### src/rtl/mips_pkg.sv
// Shared MIPS encodings for the decode stage: opcodes, funct codes, ALU
// operations and the decoded control bundle carried into ID/EX.
package mips_pkg;

  localparam logic [5:0] OP_RTYPE = 6'h00;
  localparam logic [5:0] OP_ADDI  = 6'h08;
  localparam logic [5:0] OP_ADDIU = 6'h09;
  localparam logic [5:0] OP_SLTI  = 6'h0A;
  localparam logic [5:0] OP_ANDI  = 6'h0C;
  localparam logic [5:0] OP_ORI   = 6'h0D;
  localparam logic [5:0] OP_LUI   = 6'h0F;
  localparam logic [5:0] OP_LW    = 6'h23;
  localparam logic [5:0] OP_SW    = 6'h2B;
  localparam logic [5:0] OP_BEQ   = 6'h04;
  localparam logic [5:0] OP_BNE   = 6'h05;

  localparam logic [5:0] FN_ADD  = 6'h20;
  localparam logic [5:0] FN_ADDU = 6'h21;
  localparam logic [5:0] FN_SUB  = 6'h22;
  localparam logic [5:0] FN_SUBU = 6'h23;
  localparam logic [5:0] FN_AND  = 6'h24;
  localparam logic [5:0] FN_OR   = 6'h25;
  localparam logic [5:0] FN_NOR  = 6'h27;
  localparam logic [5:0] FN_SLT  = 6'h2A;
  localparam logic [5:0] FN_SLTU = 6'h2B;

  typedef enum logic [3:0] {
    ALU_ADD  = 4'd0,
    ALU_SUB  = 4'd1,
    ALU_AND  = 4'd2,
    ALU_OR   = 4'd3,
    ALU_NOR  = 4'd4,
    ALU_SLT  = 4'd5,
    ALU_SLTU = 4'd6,
    ALU_LUI  = 4'd7
  } alu_op_t;

  // Everything ID hands to EX that is derived from the instruction word alone.
  typedef struct packed {
    logic        reg_write;
    logic        mem_read;
    logic        mem_write;
    logic        mem_to_reg;
    logic        alu_src;
    logic        beq;
    logic        bne;
    alu_op_t     alu_op;
    logic [4:0]  rs;
    logic [4:0]  rt;
    logic [4:0]  dest;
    logic [31:0] imm;
  } ctrl_t;

  function automatic logic [31:0] sign_ext16(input logic [15:0] v);
    return {{16{v[15]}}, v};
  endfunction

endpackage

### src/rtl/id_stage_if.sv
// Signal bundle around the decode stage: IF/ID input, register-file ports,
// writeback bypass, flush, and the ID/EX register outputs.
interface id_stage_if;
  import mips_pkg::*;

  logic        ifid_valid;
  logic [31:0] ifid_instr;
  logic [31:0] ifid_pc4;
  logic [4:0]  rf_addr_a;
  logic [4:0]  rf_addr_b;
  logic [31:0] rf_data_a;
  logic [31:0] rf_data_b;
  logic        wb_we;
  logic [4:0]  wb_addr;
  logic [31:0] wb_data;
  logic        ex_flush;
  logic        stall;
  logic        illegal;
  logic        ex_valid;
  logic        ex_reg_write;
  logic        ex_mem_read;
  logic        ex_mem_write;
  logic        ex_mem_to_reg;
  logic        ex_alu_src;
  logic        ex_beq;
  logic        ex_bne;
  logic [3:0]  ex_alu_op;
  logic [31:0] ex_pc4;
  logic [31:0] ex_rs_data;
  logic [31:0] ex_rt_data;
  logic [31:0] ex_imm;
  logic [4:0]  ex_rs;
  logic [4:0]  ex_rt;
  logic [4:0]  ex_dest;

  // Surrounding pipeline's view.
  modport master (
    output ifid_valid, ifid_instr, ifid_pc4, rf_data_a, rf_data_b,
           wb_we, wb_addr, wb_data, ex_flush,
    input  rf_addr_a, rf_addr_b, stall, illegal,
           ex_valid, ex_reg_write, ex_mem_read, ex_mem_write, ex_mem_to_reg,
           ex_alu_src, ex_beq, ex_bne, ex_alu_op, ex_pc4, ex_rs_data,
           ex_rt_data, ex_imm, ex_rs, ex_rt, ex_dest
  );

  // Decode stage's view.
  modport slave (
    input  ifid_valid, ifid_instr, ifid_pc4, rf_data_a, rf_data_b,
           wb_we, wb_addr, wb_data, ex_flush,
    output rf_addr_a, rf_addr_b, stall, illegal,
           ex_valid, ex_reg_write, ex_mem_read, ex_mem_write, ex_mem_to_reg,
           ex_alu_src, ex_beq, ex_bne, ex_alu_op, ex_pc4, ex_rs_data,
           ex_rt_data, ex_imm, ex_rs, ex_rt, ex_dest
  );
endinterface

### src/rtl/id_decoder.sv
// Purely combinational MIPS decoder: control bundle, immediate, destination,
// illegal flag and which source registers the instruction actually reads.
module id_decoder
  import mips_pkg::*;
(
  input  logic [31:0] instr,
  output ctrl_t       ctrl,
  output logic        illegal,
  output logic        use_rs,
  output logic        use_rt
);
  logic [5:0] opcode;
  logic [5:0] funct;

  assign opcode = instr[31:26];
  assign funct  = instr[5:0];

  always_comb begin
    ctrl      = '0;
    ctrl.rs   = instr[25:21];
    ctrl.rt   = instr[20:16];
    ctrl.imm  = sign_ext16(instr[15:0]);
    illegal   = 1'b0;
    use_rs    = 1'b1;
    use_rt    = 1'b0;

    case (opcode)
      OP_RTYPE: begin
        ctrl.reg_write = 1'b1;
        ctrl.dest      = instr[15:11];
        use_rt         = 1'b1;
        case (funct)
          FN_ADD, FN_ADDU: ctrl.alu_op = ALU_ADD;
          FN_SUB, FN_SUBU: ctrl.alu_op = ALU_SUB;
          FN_AND:          ctrl.alu_op = ALU_AND;
          FN_OR:           ctrl.alu_op = ALU_OR;
          FN_NOR:          ctrl.alu_op = ALU_NOR;
          FN_SLT:          ctrl.alu_op = ALU_SLT;
          FN_SLTU:         ctrl.alu_op = ALU_SLTU;
          default: begin
            illegal        = 1'b1;
            ctrl.reg_write = 1'b0;
            ctrl.dest      = '0;
          end
        endcase
      end
      OP_ADDI, OP_ADDIU: begin
        ctrl.reg_write = 1'b1;
        ctrl.alu_src   = 1'b1;
        ctrl.alu_op    = ALU_ADD;
        ctrl.dest      = instr[20:16];
      end
      OP_SLTI: begin
        ctrl.reg_write = 1'b1;
        ctrl.alu_src   = 1'b1;
        ctrl.alu_op    = ALU_SLT;
        ctrl.dest      = instr[20:16];
      end
      OP_ANDI: begin
        ctrl.reg_write = 1'b1;
        ctrl.alu_src   = 1'b1;
        ctrl.alu_op    = ALU_AND;
        ctrl.dest      = instr[20:16];
        ctrl.imm       = {16'h0000, instr[15:0]};
      end
      OP_ORI: begin
        ctrl.reg_write = 1'b1;
        ctrl.alu_src   = 1'b1;
        ctrl.alu_op    = ALU_OR;
        ctrl.dest      = instr[20:16];
        ctrl.imm       = {16'h0000, instr[15:0]};
      end
      OP_LUI: begin
        ctrl.reg_write = 1'b1;
        ctrl.alu_src   = 1'b1;
        ctrl.alu_op    = ALU_LUI;
        ctrl.dest      = instr[20:16];
        ctrl.imm       = {instr[15:0], 16'h0000};
        use_rs         = 1'b0;
      end
      OP_LW: begin
        ctrl.reg_write  = 1'b1;
        ctrl.mem_read   = 1'b1;
        ctrl.mem_to_reg = 1'b1;
        ctrl.alu_src    = 1'b1;
        ctrl.alu_op     = ALU_ADD;
        ctrl.dest       = instr[20:16];
      end
      OP_SW: begin
        ctrl.mem_write = 1'b1;
        ctrl.alu_src   = 1'b1;
        ctrl.alu_op    = ALU_ADD;
        use_rt         = 1'b1;
      end
      OP_BEQ: begin
        ctrl.beq    = 1'b1;
        ctrl.alu_op = ALU_SUB;
        use_rt      = 1'b1;
      end
      OP_BNE: begin
        ctrl.bne    = 1'b1;
        ctrl.alu_op = ALU_SUB;
        use_rt      = 1'b1;
      end
      default: illegal = 1'b1;
    endcase
  end

endmodule

### src/rtl/id_stage.sv
// MIPS instruction-decode stage: decode, writeback bypass, load-use hazard
// detection and the ID/EX pipeline register.
module id_stage
  import mips_pkg::*;
(
  input  logic       clk,
  input  logic       reset,
  id_stage_if.slave  bus
);
  ctrl_t       dec_ctrl;
  logic        dec_illegal;
  logic        use_rs;
  logic        use_rt;
  logic [31:0] rs_data;
  logic [31:0] rt_data;
  logic        hazard;
  logic        bubble;
  ctrl_t       ctrl_d;

  ctrl_t       ctrl_q;
  logic        valid_q;
  logic        illegal_q;
  logic [31:0] pc4_q;
  logic [31:0] rs_data_q;
  logic [31:0] rt_data_q;

  id_decoder u_decoder (
    .instr   (bus.ifid_instr),
    .ctrl    (dec_ctrl),
    .illegal (dec_illegal),
    .use_rs  (use_rs),
    .use_rt  (use_rt)
  );

  assign bus.rf_addr_a = dec_ctrl.rs;
  assign bus.rf_addr_b = dec_ctrl.rt;

  // The register file writes at the edge but reads combinationally, so a
  // same-cycle writeback must be forwarded here.
  always_comb begin
    rs_data = bus.rf_data_a;
    rt_data = bus.rf_data_b;
    if (bus.wb_we && (bus.wb_addr != '0) && (bus.wb_addr == dec_ctrl.rs))
      rs_data = bus.wb_data;
    if (bus.wb_we && (bus.wb_addr != '0) && (bus.wb_addr == dec_ctrl.rt))
      rt_data = bus.wb_data;
  end

  always_comb begin
    hazard = 1'b0;
    if (valid_q && ctrl_q.mem_read && (ctrl_q.dest != '0))
      hazard = (use_rs && (ctrl_q.dest == dec_ctrl.rs)) ||
               (use_rt && (ctrl_q.dest == dec_ctrl.rt));
  end

  assign bus.stall = hazard && !bus.ex_flush;
  assign bubble    = bus.ex_flush || hazard || !bus.ifid_valid || dec_illegal;

  // Bubbles only clear control; register numbers and data ride along unused.
  always_comb begin
    ctrl_d = dec_ctrl;
    if (bubble) begin
      ctrl_d.reg_write  = 1'b0;
      ctrl_d.mem_read   = 1'b0;
      ctrl_d.mem_write  = 1'b0;
      ctrl_d.mem_to_reg = 1'b0;
      ctrl_d.alu_src    = 1'b0;
      ctrl_d.beq        = 1'b0;
      ctrl_d.bne        = 1'b0;
      ctrl_d.alu_op     = ALU_ADD;
    end
  end

  always_ff @(posedge clk or posedge reset) begin
    if (reset) begin
      ctrl_q    <= '0;
      valid_q   <= 1'b0;
      illegal_q <= 1'b0;
      pc4_q     <= '0;
      rs_data_q <= '0;
      rt_data_q <= '0;
    end else begin
      ctrl_q    <= ctrl_d;
      valid_q   <= !bubble;
      illegal_q <= bus.ifid_valid && dec_illegal && !bus.ex_flush && !hazard;
      pc4_q     <= bus.ifid_pc4;
      rs_data_q <= rs_data;
      rt_data_q <= rt_data;
    end
  end

  assign bus.illegal       = illegal_q;
  assign bus.ex_valid      = valid_q;
  assign bus.ex_reg_write  = ctrl_q.reg_write;
  assign bus.ex_mem_read   = ctrl_q.mem_read;
  assign bus.ex_mem_write  = ctrl_q.mem_write;
  assign bus.ex_mem_to_reg = ctrl_q.mem_to_reg;
  assign bus.ex_alu_src    = ctrl_q.alu_src;
  assign bus.ex_beq        = ctrl_q.beq;
  assign bus.ex_bne        = ctrl_q.bne;
  assign bus.ex_alu_op     = ctrl_q.alu_op;
  assign bus.ex_pc4        = pc4_q;
  assign bus.ex_rs_data    = rs_data_q;
  assign bus.ex_rt_data    = rt_data_q;
  assign bus.ex_imm        = ctrl_q.imm;
  assign bus.ex_rs         = ctrl_q.rs;
  assign bus.ex_rt         = ctrl_q.rt;
  assign bus.ex_dest       = ctrl_q.dest;

endmodule

### src/flat_wrapper.sv
// flat-port wrapper written by rule: the top's interface ports become plain ports
module id_stage_flat import mips_pkg::*;
  (clk, reset, bus_ifid_valid, bus_ifid_instr, bus_ifid_pc4, bus_rf_data_a, bus_rf_data_b, bus_wb_we, bus_wb_addr, bus_wb_data, bus_ex_flush, bus_rf_addr_a, bus_rf_addr_b, bus_stall, bus_illegal, bus_ex_valid, bus_ex_reg_write, bus_ex_mem_read, bus_ex_mem_write, bus_ex_mem_to_reg, bus_ex_alu_src, bus_ex_beq, bus_ex_bne, bus_ex_alu_op, bus_ex_pc4, bus_ex_rs_data, bus_ex_rt_data, bus_ex_imm, bus_ex_rs, bus_ex_rt, bus_ex_dest);
  id_stage_if bus_i ();
  input  logic clk;
  input  logic reset;
  input wire logic [$bits(bus_i.ifid_valid)-1:0] bus_ifid_valid;
  input wire logic [$bits(bus_i.ifid_instr)-1:0] bus_ifid_instr;
  input wire logic [$bits(bus_i.ifid_pc4)-1:0] bus_ifid_pc4;
  input wire logic [$bits(bus_i.rf_data_a)-1:0] bus_rf_data_a;
  input wire logic [$bits(bus_i.rf_data_b)-1:0] bus_rf_data_b;
  input wire logic [$bits(bus_i.wb_we)-1:0] bus_wb_we;
  input wire logic [$bits(bus_i.wb_addr)-1:0] bus_wb_addr;
  input wire logic [$bits(bus_i.wb_data)-1:0] bus_wb_data;
  input wire logic [$bits(bus_i.ex_flush)-1:0] bus_ex_flush;
  output wire logic [$bits(bus_i.rf_addr_a)-1:0] bus_rf_addr_a;
  output wire logic [$bits(bus_i.rf_addr_b)-1:0] bus_rf_addr_b;
  output wire logic [$bits(bus_i.stall)-1:0] bus_stall;
  output wire logic [$bits(bus_i.illegal)-1:0] bus_illegal;
  output wire logic [$bits(bus_i.ex_valid)-1:0] bus_ex_valid;
  output wire logic [$bits(bus_i.ex_reg_write)-1:0] bus_ex_reg_write;
  output wire logic [$bits(bus_i.ex_mem_read)-1:0] bus_ex_mem_read;
  output wire logic [$bits(bus_i.ex_mem_write)-1:0] bus_ex_mem_write;
  output wire logic [$bits(bus_i.ex_mem_to_reg)-1:0] bus_ex_mem_to_reg;
  output wire logic [$bits(bus_i.ex_alu_src)-1:0] bus_ex_alu_src;
  output wire logic [$bits(bus_i.ex_beq)-1:0] bus_ex_beq;
  output wire logic [$bits(bus_i.ex_bne)-1:0] bus_ex_bne;
  output wire logic [$bits(bus_i.ex_alu_op)-1:0] bus_ex_alu_op;
  output wire logic [$bits(bus_i.ex_pc4)-1:0] bus_ex_pc4;
  output wire logic [$bits(bus_i.ex_rs_data)-1:0] bus_ex_rs_data;
  output wire logic [$bits(bus_i.ex_rt_data)-1:0] bus_ex_rt_data;
  output wire logic [$bits(bus_i.ex_imm)-1:0] bus_ex_imm;
  output wire logic [$bits(bus_i.ex_rs)-1:0] bus_ex_rs;
  output wire logic [$bits(bus_i.ex_rt)-1:0] bus_ex_rt;
  output wire logic [$bits(bus_i.ex_dest)-1:0] bus_ex_dest;
  assign bus_i.ifid_valid = bus_ifid_valid;
  assign bus_i.ifid_instr = bus_ifid_instr;
  assign bus_i.ifid_pc4 = bus_ifid_pc4;
  assign bus_i.rf_data_a = bus_rf_data_a;
  assign bus_i.rf_data_b = bus_rf_data_b;
  assign bus_i.wb_we = bus_wb_we;
  assign bus_i.wb_addr = bus_wb_addr;
  assign bus_i.wb_data = bus_wb_data;
  assign bus_i.ex_flush = bus_ex_flush;
  assign bus_rf_addr_a = bus_i.rf_addr_a;
  assign bus_rf_addr_b = bus_i.rf_addr_b;
  assign bus_stall = bus_i.stall;
  assign bus_illegal = bus_i.illegal;
  assign bus_ex_valid = bus_i.ex_valid;
  assign bus_ex_reg_write = bus_i.ex_reg_write;
  assign bus_ex_mem_read = bus_i.ex_mem_read;
  assign bus_ex_mem_write = bus_i.ex_mem_write;
  assign bus_ex_mem_to_reg = bus_i.ex_mem_to_reg;
  assign bus_ex_alu_src = bus_i.ex_alu_src;
  assign bus_ex_beq = bus_i.ex_beq;
  assign bus_ex_bne = bus_i.ex_bne;
  assign bus_ex_alu_op = bus_i.ex_alu_op;
  assign bus_ex_pc4 = bus_i.ex_pc4;
  assign bus_ex_rs_data = bus_i.ex_rs_data;
  assign bus_ex_rt_data = bus_i.ex_rt_data;
  assign bus_ex_imm = bus_i.ex_imm;
  assign bus_ex_rs = bus_i.ex_rs;
  assign bus_ex_rt = bus_i.ex_rt;
  assign bus_ex_dest = bus_i.ex_dest;
  id_stage u_core (.clk(clk), .reset(reset), .bus(bus_i));
endmodule
### config.mk
export PLATFORM = sky130hd
export DESIGN_NAME = id_stage_flat
export DESIGN_NICKNAME = d
export VERILOG_FILES = /design/src/rtl/mips_pkg.sv /design/src/rtl/id_stage_if.sv /design/src/rtl/id_decoder.sv /design/src/rtl/id_stage.sv /design/src/flat_wrapper.sv
export SDC_FILE = /design/constraint.sdc
export NUM_CORES = 1
export LEC_CHECK = 0
export BUFFER_PORTS_ARGS = -buffer_cell sky130_fd_sc_hd__buf_2
export CAP_MARGIN = 5
export CORE_AREA = 2 2 131 133
export DETAILED_ROUTE_END_ITERATION = 16
export DIE_AREA = 0 0 133 135
export PLACE_DENSITY = 0.66
export SLEW_MARGIN = 20
export SYNTH_ARGS = -nofsm -noshare
export SYNTH_HDL_FRONTEND = slang
export SYNTH_SLANG_ARGS = --single-unit
### constraint.sdc
create_clock -name clk -period 9.75 [get_ports clk]
set_clock_uncertainty 0.2 [all_clocks]
set_input_delay 0.975 -clock clk [delete_from_list [all_inputs] [get_ports clk]]
set_output_delay 0.975 -clock clk [all_outputs]
set_load 0.02 [all_outputs]
Yosys cells after proc, flatten, opt, wreduce, memory -nomap -nowiden

Cells that the tools add are included.

Eq/ne operators: 23
Muxes and demuxes: 20
Reductions and logical operators: 30

Operators with widths:

| operator           | number |
|---|---|
| $eq 6x6->1 const B | 11 |
| $mux 32            | 2 |
| $pmux 32 s2        | 1 |
| $eq 6x4->1 const B | 6 |
| $pmux 4 s6         | 1 |
| $eq 5x5->1         | 4 |
| $pmux 3 s6         | 1 |
| $eq 6x3->1 const B | 2 |
| $logic_and 1x1->1  | 11 |
| $mux 11            | 1 |
| $mux 1             | 10 |
| $pmux 5 s2         | 1 |
| $reduce_bool 5->1  | 2 |
| $reduce_or 10->1   | 1 |
| $reduce_or 9->1    | 1 |
| $reduce_or 8->1    | 1 |
| $reduce_or 7->1    | 1 |
| $logic_not 6->1    | 1 |
| $reduce_or 2->1    | 3 |
| $mux 5             | 1 |
| $logic_not 1->1    | 4 |
| $logic_or 1x1->1   | 4 |
| $pmux 1 s2         | 2 |
| $reduce_or 4->1    | 1 |

Register bits: 156
Input bits: 170
Output and inout bits: 167
Word-level logic and storage cells: 90

Longest topological paths before layout

Depth after elaboration: 10
Mapped depth: 7
Gate-level depth less buffers: 5

Modules after synthesis

A second synthesis with hierarchy kept.

Cells, all modules: 416
Area total of the unflattened synthesis: 6,207.2 sq um

By module, submodules not included:

| module     | times used | cells an instance | area an instance (sq um) | seq. area each (sq um) |
|---|---|---|---|---|
| id_stage   | 1          | 291               | 5,388.9                  | 3,903.7 |
| id_decoder | 1          | 125               | 818.3                    | 0.0 |

Least setup slack after synthesis

Ideal clock, no wire load.

Path type: input to output
Start point: in bus_ifid_instr[26]
End point: out bus_stall
Arrival time: 2.197 ns
Required time: 8.575 ns
Slack: 6.378 ns
Stages: 5
Buffers on the path: 1
Cell sequence: clkbuf_1 -> nor2b_1 -> and4_1 -> o2111ai_1 -> a21oi_1

Word-level cells in the longest chain between the ends: 7
Elaborated cells on any way between the ends: 13
Those cells by class: eq/ne: 4; mux: 3; reduce/logical: 6

RTL lines:

| element                                  | RTL line           | RTL |
|---|---|---|
| from (decl)                              | flat_wrapper.sv:8  | `input wire logic [$bits(bus_i.ifid_instr)-1:0] bus_ifid_instr;` |
| $eq 6x3->1, or another cell as far along | id_decoder.sv:27   | `case (opcode)` |
| $reduce_or 4->1 (no line)                | -                  |  |
| $mux 1                                   | id_decoder.sv:27   |  |
| $logic_and 1x1->1                        | id_stage.sv:53     | `(use_rt && (ctrl_q.dest == dec_ctrl.rt));` |
| $logic_or 1x1->1 *                       | id_stage.sv:52     | `hazard = (use_rs && (ctrl_q.dest == dec_ctrl.rs)) \|\|` |
| $mux 1 *                                 | id_stage.sv:51     | `if (valid_q && ctrl_q.mem_read && (ctrl_q.dest != '0))` |
| $logic_and 1x1->1 *                      | id_stage.sv:56     | `assign bus.stall = hazard && !bus.ex_flush;` |
| to (decl)                                | flat_wrapper.sv:18 | `output wire logic [$bits(bus_i.stall)-1:0] bus_stall;` |

Mark *: on every way between the ends. The rest lies on a longest branch, timed or not.

Worst setup path in the final report

Start point: in bus_ifid_instr[19]
End point: out bus_stall

Word-level cells in the longest chain between the ends: 5

RTL lines:

| element           | RTL line |
|---|---|
| $eq 5x5->1        | id_stage.sv:53 |
| $logic_and 1x1->1 | id_stage.sv:53 |
| $logic_or 1x1->1  | id_stage.sv:52 |
| $mux 1            | id_stage.sv:51 |
| $logic_and 1x1->1 | id_stage.sv:56 |

Every way passes these cells.

==> impl_metrics.tcl <==
set metrics [dict create \
    final_nets 881 \
    vias 4310 \
    holdCritPathClass "in -> async" \
    power.share.sequential_pct 44.6 \
    deepest_level_of_the_cts_h_tree 4 \
    synth-seq-area-share_pct 67.8 \
    drt-total-wl_mm 16.7 \
    mappedNetlistNets 550 \
    dp_hpwl_mm 13.1 \
    clkSinkCount 154 \
    report.final.slew_viol_count 0 \
    power.switching_fraction_pct 26.2 \
    post-cts-setup-buffer-count 0 \
    grt.overflow.total 0 \
    syn_std_cell_area_sq_um 5690 \
    yosysWarningCount 0 \
    timing.final.crit_period_ns 3.59 \
    unrepaired_setup_endpoints_after_global_routing "no" \
    synthAdderAreaFrac_pct 0 \
    dieHeight_um 135 \
    gr-usage-all-layers_pct 18.6 \
    pwr_density_cell_nw_per_um2 188 \
    setup.worst_path.start_class "primary input" \
    drc 0 \
    postRouteAntennaNets 0 \
    port-buffer-count 335 \
    avgRoutedWirePerCell_um 17.6 \
    synth_ff_type "sky130_fd_sc_hd__dfrtp_1" \
    ys_async_sr_fraction_pct 100 \
    maxClockFrequency_mhz 278 \
    detail_route.iter0.violations 153 \
    synth_enable_flop_cells 0 \
    core_sq_um 16400 \
    std_cell_rows 47 \
    synth_compound_area_share_pct 6.38 \
    dp_cells 912 \
    worst_slew_pin_slew_ns 0.936 \
    tightest_hold_margin_ns 0.456 \
    first_pass_grt_wire_length_mm 25.3 \
    floorplan.die.width_um 133 \
    path_class "in -> out" \
    clk-insertion-delay-late_ns 0.42 \
    routed_via_density 4.55 \
    setup-violations-final 0 \
    initial_utilization_pct 34.7 \
    endpoint_kind "output port" \
    syn-instance-count 380 \
    globalplace.congestion 0.800 \
    yosys.area_share.xor_xnor_pct 3.08 \
    ys_ff_latch 154 \
    floorplan.die_area_sq_um 18000 \
    clock_tree.root_cell "sky130_fd_sc_hd__clkbuf_16" \
    area_delta_synth_final_pct 42.9 \
    yosys.cell_types.count 46 \
    critical_path_arrival_ns 2.42 \
    worst-path-max-fanout 5 \
    share_comb_of_total_power_pct 12.5 \
    vias_in_the_first_global_route 4686 \
    mux_contribution_to_synthesized_area_pct 12.7 \
    p_sw_w 0.000401 \
    run_status "complete, no violations" \
    hold_buffers 0 \
    main_combinational_cell_family_by_area_after_synthesis "multiplexers" \
    tritoncts "done" \
    synth.avg_cell_area_sq_um 15.0 \
    clk_transition_reported_paths_ns 0.07 \
    drive_gt1_share_pct 60.9 \
    design.portCount 337 \
    final.setup.tns_ns 0 \
    finalNonFillerCells 947 \
    timing.max_cap.violations 0 \
    power.static_leakage_nw 4.18 \
    antenna_found_initial 4 \
    total_iterations_of_the_first_detailed_routing_run 4 \
    vdd_ir_drop_max_mv 0.109 \
    clkPwrFrac_pct 42.9 \
    final_hold_viol_count 0 \
    postLayoutCoreUtil_pct 49.5 \
    internal_power_w 0.00113 \
    cp.required_ns 8.58 \
    clock_path_buffers 2 \
    remaining_max_slew_budget_at_the_tightest_pin_pct 37.6 \
    grt_max_degree 80 \
    cts_made_buffers 17 \
    post_cts_resized 0 \
    synth-simple-area-share_pct 6.80 \
    fin_crit_sh_pct 36.8 \
]
## cell usage after synthesis (3+ instances only)
| master | number | area share [%] |
|---|---|---|
| sky130_fd_sc_hd__buf_2 | 8 | 0.70 |
| sky130_fd_sc_hd__nor3_1 | 3 | 0.26 |
| sky130_fd_sc_hd__a21o_1 | 15 | 2.0 |
| sky130_fd_sc_hd__inv_1 | 8 | 0.53 |
| sky130_fd_sc_hd__buf_4 | 12 | 1.6 |
| sky130_fd_sc_hd__nor2_1 | 10 | 0.66 |
| sky130_fd_sc_hd__clkbuf_1 | 6 | 0.40 |
| sky130_fd_sc_hd__dfrtp_1 | 154 | 68 |
| sky130_fd_sc_hd__a21oi_1 | 5 | 0.44 |
| sky130_fd_sc_hd__a22o_1 | 5 | 0.77 |
| sky130_fd_sc_hd__nor4_2 | 3 | 0.66 |
| sky130_fd_sc_hd__xnor2_1 | 6 | 0.92 |
| sky130_fd_sc_hd__nor4_1 | 4 | 0.44 |
| sky130_fd_sc_hd__xor2_1 | 14 | 2.2 |
| sky130_fd_sc_hd__o21ai_0 | 4 | 0.35 |
| sky130_fd_sc_hd__nand3_1 | 5 | 0.44 |
| sky130_fd_sc_hd__nand2_1 | 4 | 0.26 |
| sky130_fd_sc_hd__mux2_2 | 62 | 12 |
| sky130_fd_sc_hd__nor2b_1 | 17 | 1.9 |
## power by group through the flow
stage	combinational [W]	clock (W)	sequential, W
4_1_cts	0.000194	0.000672	0.000682
5_1_grt	0.000206	0.000705	0.000684
3_3_place_gp	0.000190	0	0.000693
6_report	0.000191	0.000656	0.000681
2_1_floorplan	0.0000564	0	0.000738
3_5_place_dp	0.000194	0	0.000694
## worst max-delay path: stages
cell                        delay (ns)
sky130_fd_sc_hd__buf_2            0.14
sky130_fd_sc_hd__xor2_1           0.14
sky130_fd_sc_hd__nor4_1           0.44
sky130_fd_sc_hd__o2111ai_1        0.31
sky130_fd_sc_hd__a21oi_1          0.21
sky130_fd_sc_hd__buf_2            0.20
## stage by stage
step | instance area (sq um) | setup WS [ns] | total power, W
floorplan | 5690 | 4.43 | 0.000795
global placement | 7530 | 6.06 | 0.000883
detailed placement | 7530 | 6.12 | 0.000888
CTS | 8120 | 6.11 | 0.00155
global route | 8130 | 6.06 | 0.00160
finish | 8130 | 6.16 | 0.00153
## final cells by class
| type | count | area, sq um |
|---|---|---|
| fill | 1487 | 8280 |
| clock buffer | 17 | 425 |
| multi-input combinational | 192 | 1670 |
| timing repair buffer | 338 | 1700 |
| antenna | 3 | 7.51 |
| inverter | 8 | 35.0 |
| sequential | 154 | 3850 |
| clock inverter | 15 | 163 |
| tap | 220 | 275 |
## state kept, by name, indices dropped and copies added, names as in the netlist
name / flops
u_core.bus.ex_beq: 1
u_core.bus.ex_dest: 5
u_core.bus.ex_reg_write: 1
u_core.bus.ex_rs_data: 32
u_core.bus.ex_rs: 5
u_core.bus.ex_valid: 1
u_core.bus.ex_rt: 5
u_core.bus.illegal: 1
u_core.bus.ex_mem_read: 1
u_core.bus.ex_alu_src: 1
u_core.bus.ex_rt_data: 32
u_core.bus.ex_pc4: 32
u_core.bus.ex_imm: 32
u_core.bus.ex_alu_op: 3
u_core.bus.ex_mem_write: 1
u_core.bus.ex_bne: 1
## final timing paths
check	from	endpoint	slack [ns]	cells after the start
worst max-delay path	bus_ifid_instr[19]	bus_stall	6.16	6
worst min-delay path	reset	u_core.bus.ex_pc4[0]	0.46	2
worst max register to register	u_core.bus.ex_dest[0]	u_core.bus.ex_mem_write	7.49	5
worst min register to register	u_core.bus.ex_valid	u_core.bus.ex_alu_src	0.71	3
max in group asynchronous	reset	u_core.bus.ex_pc4[23]	7.45	3
min in group clk	bus_ifid_pc4[16]	u_core.bus.ex_pc4[16]	0.46	1
## layout by cell type, fill, tap and decap left out, types with 2 or more instances in the layout
cell                           n
sky130_fd_sc_hd__nor3_1        3
sky130_fd_sc_hd__inv_6         7
sky130_fd_sc_hd__and2_1        2
sky130_fd_sc_hd__inv_1         7
sky130_fd_sc_hd__a21o_1       15
sky130_fd_sc_hd__nand2_1       4
sky130_fd_sc_hd__bufinv_16     2
sky130_fd_sc_hd__buf_2       335
sky130_fd_sc_hd__nor4_4        2
sky130_fd_sc_hd__o21ai_0       4
sky130_fd_sc_hd__o21a_1        2
sky130_fd_sc_hd__nor2_1       10
sky130_fd_sc_hd__diode_2       3
sky130_fd_sc_hd__a22o_1        5
sky130_fd_sc_hd__mux2_1        2
sky130_fd_sc_hd__nor2b_1      17
sky130_fd_sc_hd__clkinv_4      2
sky130_fd_sc_hd__a22oi_1       2
sky130_fd_sc_hd__and3b_1       2
sky130_fd_sc_hd__mux2_2       62
sky130_fd_sc_hd__nor4_1        4
sky130_fd_sc_hd__buf_4         3
sky130_fd_sc_hd__xnor2_1       6
sky130_fd_sc_hd__clkinv_2      2
sky130_fd_sc_hd__nor3b_1       2
sky130_fd_sc_hd__a21oi_1       5
sky130_fd_sc_hd__nand3_1       5
sky130_fd_sc_hd__a31oi_1       2
sky130_fd_sc_hd__dfrtp_1     154
sky130_fd_sc_hd__clkinvlp_4    3
sky130_fd_sc_hd__clkbuf_16    17
sky130_fd_sc_hd__xor2_1       14
## per-layer routing
layer / GRT usage, % / part of all wire (%) / vias up
met4: 8.72 / 2.9 / 2
li1: - / - / 1966
met5: 0 / 0.072 / -
met3: 5.26 / 7.1 / 38
met2: 33.2 / 52 / 218
met1: 20.6 / 38 / 2086
## logic make-up after synthesis
| family | after synthesis |
|---|---|
| xor+xnor | 20 |
| mux | 64 |
| buf+inv | 34 |
| other cells | 1 |
| compound gates | 45 |
| flops | 154 |
| simple gates | 62 |
Power figures use the tool's default switching activity.
